===== src/rtl/keccak_pkg.sv =====
// rtl/keccak_pkg.sv - shared types, lane geometry and rate table for the Keccak sponge controller
package keccak_pkg;

  localparam int LANE_W     = 64;
  localparam int NUM_LANES  = 1600 / LANE_W;
  localparam int LANE_IDX_W = $clog2(NUM_LANES);

  typedef enum logic [2:0] {
    MODE_SHA3_224 = 3'd0,
    MODE_SHA3_256 = 3'd1,
    MODE_SHA3_384 = 3'd2,
    MODE_SHA3_512 = 3'd3,
    MODE_SHAKE128 = 3'd4,
    MODE_SHAKE256 = 3'd5
  } mode_e;

  typedef enum logic [2:0] {
    ST_IDLE    = 3'd0,
    ST_CLEAR   = 3'd1,
    ST_ABSORB  = 3'd2,
    ST_PERMUTE = 3'd3,
    ST_SQUEEZE = 3'd4,
    ST_DONE    = 3'd5
  } state_e;

  // Rate in 64-bit lanes; unsupported encodings return 0 and are never latched.
  function automatic logic [LANE_IDX_W-1:0] rate_lanes(input mode_e m);
    case (m)
      MODE_SHA3_224: rate_lanes = LANE_IDX_W'(18);
      MODE_SHA3_256: rate_lanes = LANE_IDX_W'(17);
      MODE_SHA3_384: rate_lanes = LANE_IDX_W'(13);
      MODE_SHA3_512: rate_lanes = LANE_IDX_W'(9);
      MODE_SHAKE128: rate_lanes = LANE_IDX_W'(21);
      MODE_SHAKE256: rate_lanes = LANE_IDX_W'(17);
      default:       rate_lanes = '0;
    endcase
  endfunction

endpackage


===== src/rtl/keccak_round_ctr.sv =====
// rtl/keccak_round_ctr.sv - permutation round counter with configurable rounds per cycle
module keccak_round_ctr #(
  parameter int NUM_ROUNDS       = 24,
  parameter int ROUNDS_PER_CYCLE = 1
) (
  input  logic       clk,
  input  logic       rst_n,
  input  logic       en,
  input  logic       clr,
  output logic       last_cyc,
  output logic [4:0] round_idx
);

  if (ROUNDS_PER_CYCLE < 1 || (NUM_ROUNDS % ROUNDS_PER_CYCLE) != 0) begin : g_cfg_check
    $error("ROUNDS_PER_CYCLE must divide NUM_ROUNDS");
  end

  localparam int NUM_CYC = NUM_ROUNDS / ROUNDS_PER_CYCLE;

  logic [4:0] round_cnt_q, round_cnt_d;

  assign last_cyc  = (round_cnt_q == 5'(NUM_CYC - 1));
  assign round_idx = 5'(round_cnt_q * ROUNDS_PER_CYCLE);

  // Advance one step per enabled cycle, wrapping to 0 after the final step.
  always_comb begin
    round_cnt_d = round_cnt_q;
    if (clr) begin
      round_cnt_d = '0;
    end else if (en) begin
      round_cnt_d = last_cyc ? 5'd0 : round_cnt_q + 5'd1;
    end
  end

  // Counter register.
  always_ff @(posedge clk or negedge rst_n) begin
    if (!rst_n) begin
      round_cnt_q <= '0;
    end else begin
      round_cnt_q <= round_cnt_d;
    end
  end

endmodule


===== src/rtl/keccak_sponge_ctrl.sv =====
// rtl/keccak_sponge_ctrl.sv - sponge sequencer: clear, absorb, permute and multi-block squeeze
module keccak_sponge_ctrl
  import keccak_pkg::*;
#(
  parameter int NUM_ROUNDS       = 24,
  parameter int ROUNDS_PER_CYCLE = 1,
  parameter int OUT_CNT_W        = 16
) (
  input  logic                 clk,
  input  logic                 rst_n,
  input  logic                 start,
  input  logic [2:0]           mode,
  input  logic [OUT_CNT_W-1:0] out_lanes,
  input  logic                 in_valid,
  input  logic                 in_last,
  output logic                 in_ready,
  output logic                 out_valid,
  input  logic                 out_ready,
  output logic                 state_clr,
  output logic                 absorb_en,
  output logic [4:0]           lane_idx,
  output logic                 perm_en,
  output logic [4:0]           round_idx,
  output logic                 busy,
  output logic                 done,
  output logic                 err
);

  state_e                 state_q, state_d;
  logic [LANE_IDX_W-1:0]  rate_q, rate_d;
  logic [LANE_IDX_W-1:0]  lane_cnt_q, lane_cnt_d;
  logic [OUT_CNT_W-1:0]   remaining_q, remaining_d;
  logic                   last_blk_q, last_blk_d;
  logic                   squeeze_q, squeeze_d;
  logic                   err_q, err_d;

  logic                   perm_last;
  logic [4:0]             ctr_round_idx;
  logic                   start_ok;
  logic                   lane_at_rate_end;

  keccak_round_ctr #(
    .NUM_ROUNDS       (NUM_ROUNDS),
    .ROUNDS_PER_CYCLE (ROUNDS_PER_CYCLE)
  ) u_round_ctr (
    .clk       (clk),
    .rst_n     (rst_n),
    .en        (state_q == ST_PERMUTE),
    .clr       (state_q == ST_CLEAR),
    .last_cyc  (perm_last),
    .round_idx (ctr_round_idx)
  );

  assign start_ok         = start && (out_lanes != '0) && (mode <= 3'd5);
  assign lane_at_rate_end = (lane_cnt_q == rate_q - LANE_IDX_W'(1));

  // Next-state and bookkeeping for the sponge sequence.
  always_comb begin
    state_d     = state_q;
    rate_d      = rate_q;
    lane_cnt_d  = lane_cnt_q;
    remaining_d = remaining_q;
    last_blk_d  = last_blk_q;
    squeeze_d   = squeeze_q;
    err_d       = err_q;
    case (state_q)
      ST_IDLE, ST_DONE: begin
        if (start_ok) begin
          rate_d      = rate_lanes(mode_e'(mode));
          remaining_d = out_lanes;
          last_blk_d  = 1'b0;
          squeeze_d   = 1'b0;
          err_d       = 1'b0;
          state_d     = ST_CLEAR;
        end else if (start) begin
          err_d = 1'b1;
        end
      end
      ST_CLEAR: begin
        lane_cnt_d = '0;
        state_d    = ST_ABSORB;
      end
      ST_ABSORB: begin
        if (in_valid) begin
          lane_cnt_d = lane_cnt_q + LANE_IDX_W'(1);
          if (lane_at_rate_end || in_last) begin
            // A short final block leaves the tail lanes as zero in the state.
            last_blk_d = in_last;
            if (!lane_at_rate_end) begin
              err_d = 1'b1;
            end
            state_d = ST_PERMUTE;
          end
        end
      end
      ST_PERMUTE: begin
        if (perm_last) begin
          lane_cnt_d = '0;
          if (last_blk_q || squeeze_q) begin
            squeeze_d = 1'b1;
            state_d   = ST_SQUEEZE;
          end else begin
            state_d = ST_ABSORB;
          end
        end
      end
      ST_SQUEEZE: begin
        if (out_ready) begin
          remaining_d = remaining_q - OUT_CNT_W'(1);
          lane_cnt_d  = lane_cnt_q + LANE_IDX_W'(1);
          if (remaining_q == OUT_CNT_W'(1)) begin
            state_d = ST_DONE;
          end else if (lane_at_rate_end) begin
            state_d = ST_PERMUTE;
          end
        end
      end
      default: state_d = ST_IDLE;
    endcase
  end

  // Controller state register.
  always_ff @(posedge clk or negedge rst_n) begin
    if (!rst_n) begin
      state_q     <= ST_IDLE;
      rate_q      <= '0;
      lane_cnt_q  <= '0;
      remaining_q <= '0;
      last_blk_q  <= 1'b0;
      squeeze_q   <= 1'b0;
      err_q       <= 1'b0;
    end else begin
      state_q     <= state_d;
      rate_q      <= rate_d;
      lane_cnt_q  <= lane_cnt_d;
      remaining_q <= remaining_d;
      last_blk_q  <= last_blk_d;
      squeeze_q   <= squeeze_d;
      err_q       <= err_d;
    end
  end

  // Moore decode of the registered state; absorb_en alone is qualified by in_valid.
  always_comb begin
    in_ready  = (state_q == ST_ABSORB);
    absorb_en = (state_q == ST_ABSORB) && in_valid;
    out_valid = (state_q == ST_SQUEEZE);
    state_clr = (state_q == ST_CLEAR);
    perm_en   = (state_q == ST_PERMUTE);
    lane_idx  = ((state_q == ST_ABSORB) || (state_q == ST_SQUEEZE)) ? 5'(lane_cnt_q) : 5'd0;
    round_idx = (state_q == ST_PERMUTE) ? ctr_round_idx : 5'd0;
    busy      = (state_q == ST_CLEAR) || (state_q == ST_ABSORB) ||
                (state_q == ST_PERMUTE) || (state_q == ST_SQUEEZE);
    done      = (state_q == ST_DONE);
    err       = err_q;
  end

endmodule


===== config.mk =====
export PLATFORM = sky130hd
export DESIGN_NAME = keccak_sponge_ctrl
export DESIGN_NICKNAME = d
export VERILOG_FILES = /design/src/rtl/keccak_pkg.sv /design/src/rtl/keccak_round_ctr.sv /design/src/rtl/keccak_sponge_ctrl.sv
export SDC_FILE = /design/constraint.sdc
export NUM_CORES = 1
export LEC_CHECK = 0
export CAP_MARGIN = 20
export CORE_MARGIN = 2
export CORE_UTILIZATION = 30
export DETAILED_ROUTE_END_ITERATION = 6
export GPL_TIMING_DRIVEN = 0
export RECOVER_POWER = 50
export SKIP_CTS_REPAIR_TIMING = 1
export SYNTH_ARGS = -nofsm -noshare
export SYNTH_HDL_FRONTEND = slang
export SYNTH_HIERARCHICAL = 1
export SYNTH_SLANG_ARGS = --single-unit

===== constraint.sdc =====
create_clock -name clk -period 2.2 [get_ports clk]
set_input_delay 0.22 -clock clk [delete_from_list [all_inputs] [get_ports clk]]
set_output_delay 0.22 -clock clk [all_outputs]
set_load 0.01 [all_outputs]

# Yosys cells after proc, flatten, opt, wreduce, memory -nomap -nowiden
# Index checks and enable logic that the tools add are counted.
totals:
  register_bits: 37
  elab_cells: 96
op_classes:
  eq_ne: 22
  n_lt_le_gt_ge: 1
  n_mux: 35
  addsub: 4
  n_reduce_logical: 26
ops:
  columns: ["cell", "count"]
  rows:
  - ["2-to-1 mux 5 bit", 8]
  - ["2-to-1 mux 16 bit", 2]
  - ["case mux 16 bit (2 select lines)", 1]
  - ["case mux 5 bit (5 select lines)", 1]
  - ["2-to-1 mux 3 bit", 8]
  - ["case mux 5 bit (4 select lines)", 1]
  - ["== test 16 x 1 -> 1 bit, second input constant", 1]
  - ["nonzero test 16 bit", 1]
  - ["subtractor 16 x 1 -> 16 bit, second input constant", 1]
  - ["case mux 3 bit (5 select lines)", 1]
  - ["== test 3 x 2 -> 1 bit, second input constant", 4]
  - ["== test 3 bit, second input constant", 4]
  - ["AND reduction 4 bit", 3]
  - ["adder 5 x 1 -> 5 bit, second input constant", 2]
  - ["2-to-1 mux 1 bit", 10]
  - ["inequality test 2 x 1 -> 1 bit, second input constant", 4]
  - ["nonzero test 2 bit", 4]
  - ["== test 3 x 1 -> 1 bit, second input constant", 2]
  - ["logical NOT 3 bit", 2]
  - ["logical OR 1 bit", 6]
  - ["inequality test 2 bit, second input constant", 3]
  - ["case mux 1 bit (2 select lines)", 3]
  - ["AND reduction 6 bit", 1]
  - ["== test 5 bit", 1]
  - ["11 further kinds", 14]

# Logic depth before layout (Yosys ltp)
# Gate-level depths: netlist of run 1.
logic_depth:
  depth_word: 6
  mapped_depth: 9
  depth_no_buf: 8

# Hierarchy
# Netlist of run 1, hierarchy kept.
by_module_without_submodules:
  columns: ["mod", "cells_per_inst", "seq_area_each_um2", "n_inst", "area_each_um2"]
  rows:
  - ["keccak_sponge_ctrl", 255, 800.8, 1, 2158.3]
  - ["keccak_round_ctr", 23, 125.1, 1, 262.8]

# Least setup slack after synthesis of run 1
# No wires, ideal clock.
synth_path:
  kind: "flip-flop to flip-flop"
  startpoint: "reg remaining_q[7]"
  endpoint: "reg state_q[2]"
  path_stages_with_launch: 7
  setup_time_ns: 0.128
  n_path_buf: 0
  setup_slack_ns: 0.105
  period_less_slack_ns: 2.095
  arrival_ns: 1.968
  path_cell_list: "dfrtp_1 or4_4 nor2_8 nand4_4 o2bb2ai_2 a221oi_2 mux2_1"
synth_via:
  elab_chain_cells: 4
synth_rtl:
  columns: ["item", "line_no", "rtl"]
  rows:
  - ["from (decl)", "keccak_sponge_ctrl.sv:32", "logic [OUT_CNT_W-1:0] remaining_q, remaining_d;"]
  - ["from (signal assigned)", "keccak_sponge_ctrl.sv:136", "remaining_q <= remaining_d;"]
  - ["== test 16 x 1 -> 1 bit *", "keccak_sponge_ctrl.sv:111", "if (remaining_q == OUT_CNT_W'(1)) begin"]
  - ["2-to-1 mux 3 bit", "keccak_sponge_ctrl.sv:111", null]
  - ["2-to-1 mux 3 bit", "keccak_sponge_ctrl.sv:108", "if (out_ready) begin"]
  - ["case mux 3 bit (5 select lines)", "keccak_sponge_ctrl.sv:66", "case (state_q)"]
  - ["to (signal assigned)", "keccak_sponge_ctrl.sv:133", "state_q <= state_d;"]
  - ["to (decl)", "keccak_sponge_ctrl.sv:29", "state_e state_q, state_d;"]
# Every way passes the cells marked *; elsewhere a longest branch is shown, timed or not. The select of a mux whose other input is x is not followed.
# A chain may end at the register's enable or synchronous reset.

# Final worst setup path of run 1
layout_path:
  startpoint: "reg state_q[0]"
  endpoint: "out out_valid"
layout_via:
  elab_chain_cells: 1
layout_rtl:
  columns: ["item", "line_no", "rtl"]
  rows:
  - ["== test 3 bit", "keccak_sponge_ctrl.sv:147", "out_valid = (state_q == ST_SQUEEZE);"]
  - ["to (decl)", "keccak_sponge_ctrl.sv:17", "output logic out_valid,"]
# Every way passes these cells.

==> results by stage, run 1 <==
Drt:
- Once detail routing completed, the nets flagged for antenna violations numbered 0.
- The via count is 2299.
- The detailed router finished its first iteration with 98 violations.
- After detailed routing, the number of remaining DRC violations is 0.
- In the final routed layout, each cell accounts on average for 15.07 um.
- The number of detailed-routing iterations run before antenna repair is 4.
- The final layout contains routed wiring with a total length of 6632 um.
- The routed via count divided by cell count is roughly 5.2.

Floorplan:
- The placeable core region is between 7000 and 8000 sq um.
- The die is ~94 um wide.
- The number of standard-cell rows in the floorplan is 32.
- The number of placed I/O pins is 43.
- For this configuration, the core starts out at a cell density of a little under a third.
- From bottom edge to top edge, the die measures about 94 um.
- The die covers 8805 sq um.

Logic synthesis:
- After synthesis, the netlist uses 62 different library cells.
- The sequential-to-total area share from yosys stat is 38.24%.
- The post-synthesis share of cell area spent on full adders, half adders and majority gates is 2.584%.
- The number of synthesized register bits is 37.
- After synthesis, the share of cell area in mux cells is ~2.6%.
- Summing the areas of all compound-gate instances in the mapped netlist gives 22.02% of the synthesized area.
- The synthesized cell area is about 2400 sq um.
- The synthesized instance count is 278.
- The number of enable-type register cells in the synthesized netlist is 0.
- The top-area cell type share of the netlist area is 38.24%.
- For this run, the leading register cell type out of synthesis is sky130_fd_sc_hd__dfrtp_1.
- The count of yosys warnings during synthesis is 6.
- After Yosys synthesis, and, or, nand and nor cells account for a little over a quarter of the synthesized area.
- In the synthesized netlist the async set-or-reset flop fraction comes to 100.0%.
- Synthesis produced a netlist with a net count of 308.
- The cell type with the largest total area after synthesis is sky130_fd_sc_hd__dfrtp_1.
- Averaged over all synthesized cells, the footprint is 8.709 sq um.
- Of the total synthesized cell area, the portion taken by XOR and XNOR cells is 2.532%.
- In the post-synthesis netlist, the biggest area contributors are sky130_fd_sc_hd__dfrtp_1 38%, sky130_fd_sc_hd__nor2_1 5.3%, sky130_fd_sc_hd__a21oi_1 4.3%, sky130_fd_sc_hd__o21ai_1 4.1%, sky130_fd_sc_hd__nand2_1 3.4%.
- The dominant combinational cell family by area after synthesis is simple AND/OR/NAND/NOR gates.

Placement:
- The worst setup timing slack at the placement stage is -0.3897 ns.
- After detailed placement, the total cell area comes to ~3000 sq um.
- The number of input and output port buffers inserted is 42.
- Routability-driven placement finished with a final weighted congestion of 0.8384.
- The detailed-placement wirelength estimate is approximately 4700 um.

Clocking:
- The clock net in this run drives a total of 37 sinks.
- In this run, CTS created clock tree buffers numbering 5.
- Clock-pin slew was measured on the worst setup and hold paths at approximately 0.080 ns.
- TritonCTS built the clock tree.
- The clock root buffer master is sky130_fd_sc_hd__clkbuf_8.
- The maximum buffer depth of the clock tree is 2.
- The H-tree was split into 2 levels.
- For the worst-skew pair, the clock arrives at the later sink with an insertion delay of about 0.30 ns.

Critical path:
- The source of the critical timing path is state_q[0].
- Along the worst path, the maximum fanout reaches 10.
- The capturing element of the worst setup path is out_valid.
- For the worst flop-to-flop path, the logic depth is 6.
- The endpoint of the lowest-slack register-to-register path is state_q[2].
- The endpoint arrival time on the critical path is 2.05 ns.
- The setup path with the least slack is of type reg2out.
- The reg2reg setup slack is -0.03 ns.
- STA classifies the critical path startpoint as a flip-flop.
- For the worst setup path, the data required time is 1.98 ns.
- The launch point of the worst reg-to-reg path is remaining_q[8].
- The sort of element at the end of the critical path is an output port.

Timing:
- The worst setup skew after layout is approximately 0.011 ns.
- Setup repair after global routing could not meet its margin everywhere.
- At the pin with the least slew margin, the transition time is ~0.95 ns.
- Across all setup checks in the final design, the least slack found is -0.07275 ns.
- The worst pin sits at a relative slew slack of between 30 and 40%.
- The tightest hold path in the finished design has a slack of about 0.055 ns.
- Based on the critical path, the design can be clocked at up to approximately 0.44 GHz.
- The number of endpoints with negative hold slack in the final report is 0.
- After layout, the minimum clock period comes to 2.273 ns.
- After layout, the worst path uses 103.3% of the clock period.
- The final max-slew violation count is 0.
- The number of setup violations in the final report is 2.

Global routing:
- The highest-utilization routing layer at the global route stage is met2.
- Global routing consumed, on the met2 layer, between 20% and 30% of the routing resources.
- The first-pass GRT wire length is 10640 um.
- The number of global-route vias before repair was ~2.2k.
- The global-route track usage on met1 is 19.68%.
- The met3 global-route usage is 3.531%.
- The largest net degree at the start of global routing is 38.
- The number of antenna violations at the first check in global routing is 0.
- For this run the aggregate overflow at the end of global routing stands at 0.
- Global routing consumed, over all layers together, ~15% of the routing resources.

Power:
- The static leakage is roughly 1.4 nW.
- The total power density per cell area is about 1100 nW/um^2.
- The worst-case IR drop observed on VDD is 0.0003711 V.

Finish:
- In the layout the commonest cells are 36 x sky130_fd_sc_hd__dfrtp_1, 34 x sky130_fd_sc_hd__clkdlybuf4s50_1, 30 x sky130_fd_sc_hd__nor2_1.
- The number of inserted diodes is 0.
- The net total in the final layout is about 370.
- Cells with a size suffix above 1 make up 16.57% of the layout.
- Compared with the post-synthesis result, the final layout area differs by 34.57%.
- Leaving out fill and tap cells, the most frequent cell in the layout is sky130_fd_sc_hd__dfrtp_1.
- Summing all non-filler instances in the final layout gives an area of 3258 sq um.

Worst hold path:
- The type of the most critical hold path is in2async.

Run status:
- The flow ran to the end, but the final reports show violations.
- The final reports fail on setup timing.

Job:
- The number of maximum-capacitance constraint violations is 0.
cells in the mapped netlist (2+ instances only):
| library cell | instances |
|---|---|
| sky130_fd_sc_hd__nor2b_1 | 7 |
| sky130_fd_sc_hd__buf_6 | 2 |
| sky130_fd_sc_hd__o31ai_1 | 2 |
| sky130_fd_sc_hd__clkbuf_1 | 7 |
| sky130_fd_sc_hd__nor4_1 | 7 |
| sky130_fd_sc_hd__a211o_1 | 2 |
| sky130_fd_sc_hd__ha_1 | 5 |
| sky130_fd_sc_hd__or4_1 | 2 |
| sky130_fd_sc_hd__o21ai_0 | 6 |
| sky130_fd_sc_hd__o22a_1 | 4 |
| sky130_fd_sc_hd__o22ai_1 | 4 |
| sky130_fd_sc_hd__mux2_1 | 2 |
| sky130_fd_sc_hd__nand3_1 | 7 |
| sky130_fd_sc_hd__a211oi_1 | 2 |
| sky130_fd_sc_hd__xnor2_1 | 7 |
| sky130_fd_sc_hd__o21ai_1 | 20 |
| sky130_fd_sc_hd__o21a_1 | 3 |
| sky130_fd_sc_hd__and3_1 | 5 |
| sky130_fd_sc_hd__inv_1 | 6 |
| sky130_fd_sc_hd__nand2_1 | 22 |
| sky130_fd_sc_hd__nor3_1 | 9 |
| sky130_fd_sc_hd__mux2i_1 | 3 |
| sky130_fd_sc_hd__a21oi_1 | 21 |
| sky130_fd_sc_hd__a31oi_1 | 4 |
| sky130_fd_sc_hd__nand3b_1 | 2 |
| sky130_fd_sc_hd__buf_2 | 2 |
| sky130_fd_sc_hd__nand2b_1 | 4 |
| sky130_fd_sc_hd__nand4_1 | 3 |
| sky130_fd_sc_hd__dfrtp_1 | 37 |
| sky130_fd_sc_hd__and2_1 | 3 |
| sky130_fd_sc_hd__nor3b_1 | 2 |
| sky130_fd_sc_hd__a22oi_1 | 3 |
| sky130_fd_sc_hd__nor2_1 | 34 |
stage by stage:
step	power [mW]	TNS [ns]	std cells	utilization [%]
5_1_grt	4.035	-0.6735	440	41.95
6_report	3.722	-0.1067	440	41.95
4_1_cts	3.418	-1.886	429	39.27
3_5_place_dp	2.916	-3.157	422	38.16
3_3_place_gp	2.873	-4.576	422	38.22
2_1_floorplan	2.379	0	278	-
report_power, final:
group          leakage (nW)  internal [mW]  total [mW]  switching (mW)
logic                 0.928          0.955        1.97            1.01
clock network        0.0443          0.249       0.498           0.249
registers             0.460          0.945        1.26           0.313
total                  1.43           2.15        3.72            1.57
flip-flops by register name, summed over array words and instances, names as in the netlist:
signal	count
squeeze_q	1
last_blk_q	1
err	1
u_round_ctr/round_cnt_q	5
lane_cnt_q	5
rate_q	5
remaining_q	16
state_q	3
area by class of cell:
class                           count  area, sq um
Timing Repair Buffer               53        515.5
Multi-Input combinational cell    221         1488
Clock buffer                        7        86.33
Sequential cell                    37        927.1
Fill cell                         787         4509
Inverter                            8        35.03
Buffer                             12        78.83
Tap cell                          102        127.6
worst max-delay path: stages (launching register included):
cell and delay, ns:
sky130_fd_sc_hd__dfrtp_1 0.38, sky130_fd_sc_hd__buf_6 0.14, sky130_fd_sc_hd__nor2_2 0.16, sky130_fd_sc_hd__nand2_4 0.14, sky130_fd_sc_hd__inv_6 0.13, sky130_fd_sc_hd__clkbuf_4 0.23, sky130_fd_sc_hd__clkdlybuf4s50_1 0.57
cells by family (layout without fill, tap and decap cells):
group / count (synthesis) / count (layout)
adders and majority gates: 5 / 5
DFF: 37 / 37
muxes: 6 / 6
AOI/OAI and AO/OA: 83 / 83
buffers and inverters: 20 / 80
and+or+nand+nor: 120 / 120
xor gates and xnor gates: 7 / 7
per-layer routing:
layer / routed length (um) / vias up
met4: 133 / 0
met5: 0 / -
met2: 3284 / 36
li1: - / 1135
met1: 2981 / 1118
met3: 233 / 10
how the worst min path moves through the flow:
| stage | slack (ns) | depth (start not counted) | end |
|---|---|---|---|
| 6_report | 0.06 | 1 | remaining_q[14] |
| 5_1_grt | 0.16 | 1 | remaining_q[13] |
| 4_1_cts | 0.08 | 1 | remaining_q[13] |
| 3_5_place_dp | 0.40 | 1 | remaining_q[1] |
| 3_3_place_gp | 0.49 | 1 | remaining_q[14] |
| 2_1_floorplan | -0.08 | 0 | err |
No activity file was read; power rests on OpenSTA's default activity.
==> run 2, diff against run 1 <==
Settings changed: GPL_TIMING_DRIVEN 0 to default.
==> run 2 against run 1 <==
  * The run now ends clean
  * Die area did not move
  * Routed wire length fell by 3.1%
  * Combinational power barely moved
  * Sequential share of layout area rose by 0.10 points
  * Critical endpoint is now perm_en
  * Core utilization fell by 0.21 points
  * Sequential power barely moved
  * Hold slack improved by 0.015 ns
  * Power barely moved
  * Flip-flop and latch count did not move
==> results by stage, run 2 (synthesis gave the netlist of run 1 again) <==
Finish:
- Once layout is complete, the utilization of the core stands at a little over two fifths.
- The most common cell after layout, fill and taps aside is sky130_fd_sc_hd__dfrtp_1.
- The layout has ~800 filler cells.
- Cells with a size suffix above 1 make up 15.70% of the layout.
- In the final design database the tool counted roughly 370 nets.
- The top cell types in the final layout, fill and taps aside, are 37 x sky130_fd_sc_hd__dfrtp_1, 34 x sky130_fd_sc_hd__clkdlybuf4s50_1, 32 x sky130_fd_sc_hd__nor2_1.
- The register with the most flip-flops in the layout has 16 of them.
- The register with the most flip-flops in the final layout is remaining_q.
- The number of antenna diodes in the final layout is 0.
- The layout-stage area growth over the synthesis result is 33.90%.

Power:
- In this run the power density over the cells is 1147 nW/um^2.
- The peak supply drop is approximately 0.00036 V.
- The static leakage is 1.452 nW.

Floorplan:
- In this run the vertical extent of the chip is 93.84 um.
- The number of placed I/O pins is 43.
- The floorplan step defined a die boundary enclosing a little under 9000 sq um.
- Once the floorplan was initialized, standard cells occupied 31.17% of the core.
- The floorplan has 32 rows.
- The horizontal extent of the die is 93.84 um.
- The placeable core region is between 7000 and 8000 sq um.

Global routing:
- The largest net degree at the start of global routing is 38.
- The first-pass GRT wire length is between 10000 and 15000 um.
- The number of global-route vias before repair is between 2k and 2.5k.
- The remaining global-route overflow is 0.
- Global routing used 15.50% of the available tracks.
- The number of antenna violations at the first check in global routing is 0.

Timing:
- The final max-slew violation count is 0.
- Dividing the final minimum period by the clock period gives 95.52%.
- The worst path in the final design needs a cycle of about 2.1 ns, including I/O delays and setup.
- The final worst slack is 0.09858 ns.
- The worst setup skew after layout is a little over 0.008 ns.
- Timing would allow up to 0.4759 GHz.
- The transition time at the pin with the least slew margin is between 0.9 and 1 ns.
- The number of endpoints with negative hold slack in the final report is 0.
- The number of setup violations in the final report is 0.
- In this run the tightest slew margin relative to its limit is 35.21%.

Clocking:
- The later-pin clock latency in the skew report is 0.29 ns.
- The total clock buffers created by CTS is 5.
- The maximum buffer depth of the clock tree is 2.
- The register clock-pin slew on the reported worst setup and hold paths is 0.08 ns.
- The count of H-tree levels built during CTS is 2.
- TritonCTS built the clock tree.
- The tree is rooted in a sky130_fd_sc_hd__clkbuf_8.
- The tree built by TritonCTS fans out to 37 sinks.

Job:
- Across the run, the number of max-cap violations was 0.

Critical path:
- The endpoint arrival time on the critical path is roughly 1.9 ns.
- The category of the critical setup timing path is reg2out.
- In this design, the stage delay of the slowest critical-path cell is between 0.5 and 0.6 ns.
- For the worst setup path, the data required time is 1.98 ns.
- The critical path goes through buf_4 > nor2b_1 > buf_4 > and2_0 > clkdlybuf4s50_1.
- On the critical path, the stage with the largest delay is an instance of sky130_fd_sc_hd__clkdlybuf4s50_1.
- Among the stages of the critical path, the cell type that occurs most often is sky130_fd_sc_hd__buf_4.
- The reg2reg setup slack is 0.14 ns.
- The highest fanout seen on the critical path is 7.
- The worst setup path is captured at an output port.
- The launching element type of the critical path is a flip-flop.
- The kind of cell adding the most delay to the critical path is buffers and inverters.
- The sum of buffers and inverters on the critical path is 3.

Worst hold path:
- In this run the worst hold path is classified as in2async.

Drt:
- The number of detailed-routing iterations run before antenna repair is 4.
- The count of nets left with antenna violations once routing finished came out at 0.
- In the routed layout, each cell is associated on average with a via count of 5.123.
- The via count is 2285.
- The final layout contains routed wiring with a total length of ~6400 um.
- The post-route DRC violation count is 0.
- In this run, the number of DRC markers left after iteration 0 of detailed routing was 105.
- The wire length per cell is 14.40 um.

Placement:
- OpenSTA, run right after detailed placement, puts the worst setup slack at 0.001696 ns.
- The final weighted congestion in routability-driven placement is 0.7966.
- The detailed-placement wirelength estimate is 4909 um.
- The number of input and output port buffers inserted is 42.

Run status:
- The run finished with clean final reports.
## run 2: power breakdown
group	internal (mW)	switching, mW
registers	0.943	0.289
clock network	0.283	0.252
logic	0.984	0.968
total	2.21	1.51
## run 2: final cells by class
type	instances	area, sq um	share of cell area [%]
clock buffers	7	96.34	2.972
clock inverters	1	5.005	0.1544
inverters	8	35.03	1.081
multi-input cells	221	1390	42.88
flip-flops and latches	37	925.9	28.56
well taps	102	127.6	3.937
repair buffers	70	661.9	20.42
## run 2: worst reg2reg max path: cells and delay by family, from the launching register on
family             cells  cell delay [ns]
AOI/OAI and AO/OA      2             0.42
muxes                  1             0.35
and+or+nand+nor        3             0.82
DFF                    1             0.38
## run 2: worst paths after layout
kind	start	to	depth (start not counted)
worst max-delay path	state_q[2]	perm_en	5
worst min register to register	rate_q[4]	rate_q[4]	2
worst max register to register	remaining_q[13]	state_q[2]	6
min in group clk	mode[0]	rate_q[2]	2
max in group asynchronous	rst_n	state_q[0]	1
worst min-delay path	rst_n	lane_cnt_q[1]	1
## run 2: per-stage QoR
| stage | TNS, ns | std cells | power [mW] | hold WS, ns | cell area, sq um |
|---|---|---|---|---|---|
| final | 0 | 446 | 3.719 | 0.07008 | 3242 |
| after global routing | -0.002032 | 446 | 4.019 | 0.1483 | 3242 |
| after CTS | -0.7148 | 445 | 3.752 | 0.06967 | 3219 |
| after detailed placement | 0 | 437 | 3.207 | 0.3891 | 3118 |
| after global placement | 0 | 437 | 3.150 | 0.3904 | 3118 |
| after floorplan | 0 | 278 | 2.379 | -0.07559 | 2421 |
## run 2: metal layers
layer | GRT usage, % | up-vias | part of all wire (%)
met4 | 4.831 | 0 | 1.9
met1 | 19.48 | 1101 | 44
met5 | 0 | - | 0
met3 | 2.889 | 9 | 3.5
li1 | - | 1144 | -
met2 | 26.85 | 31 | 51
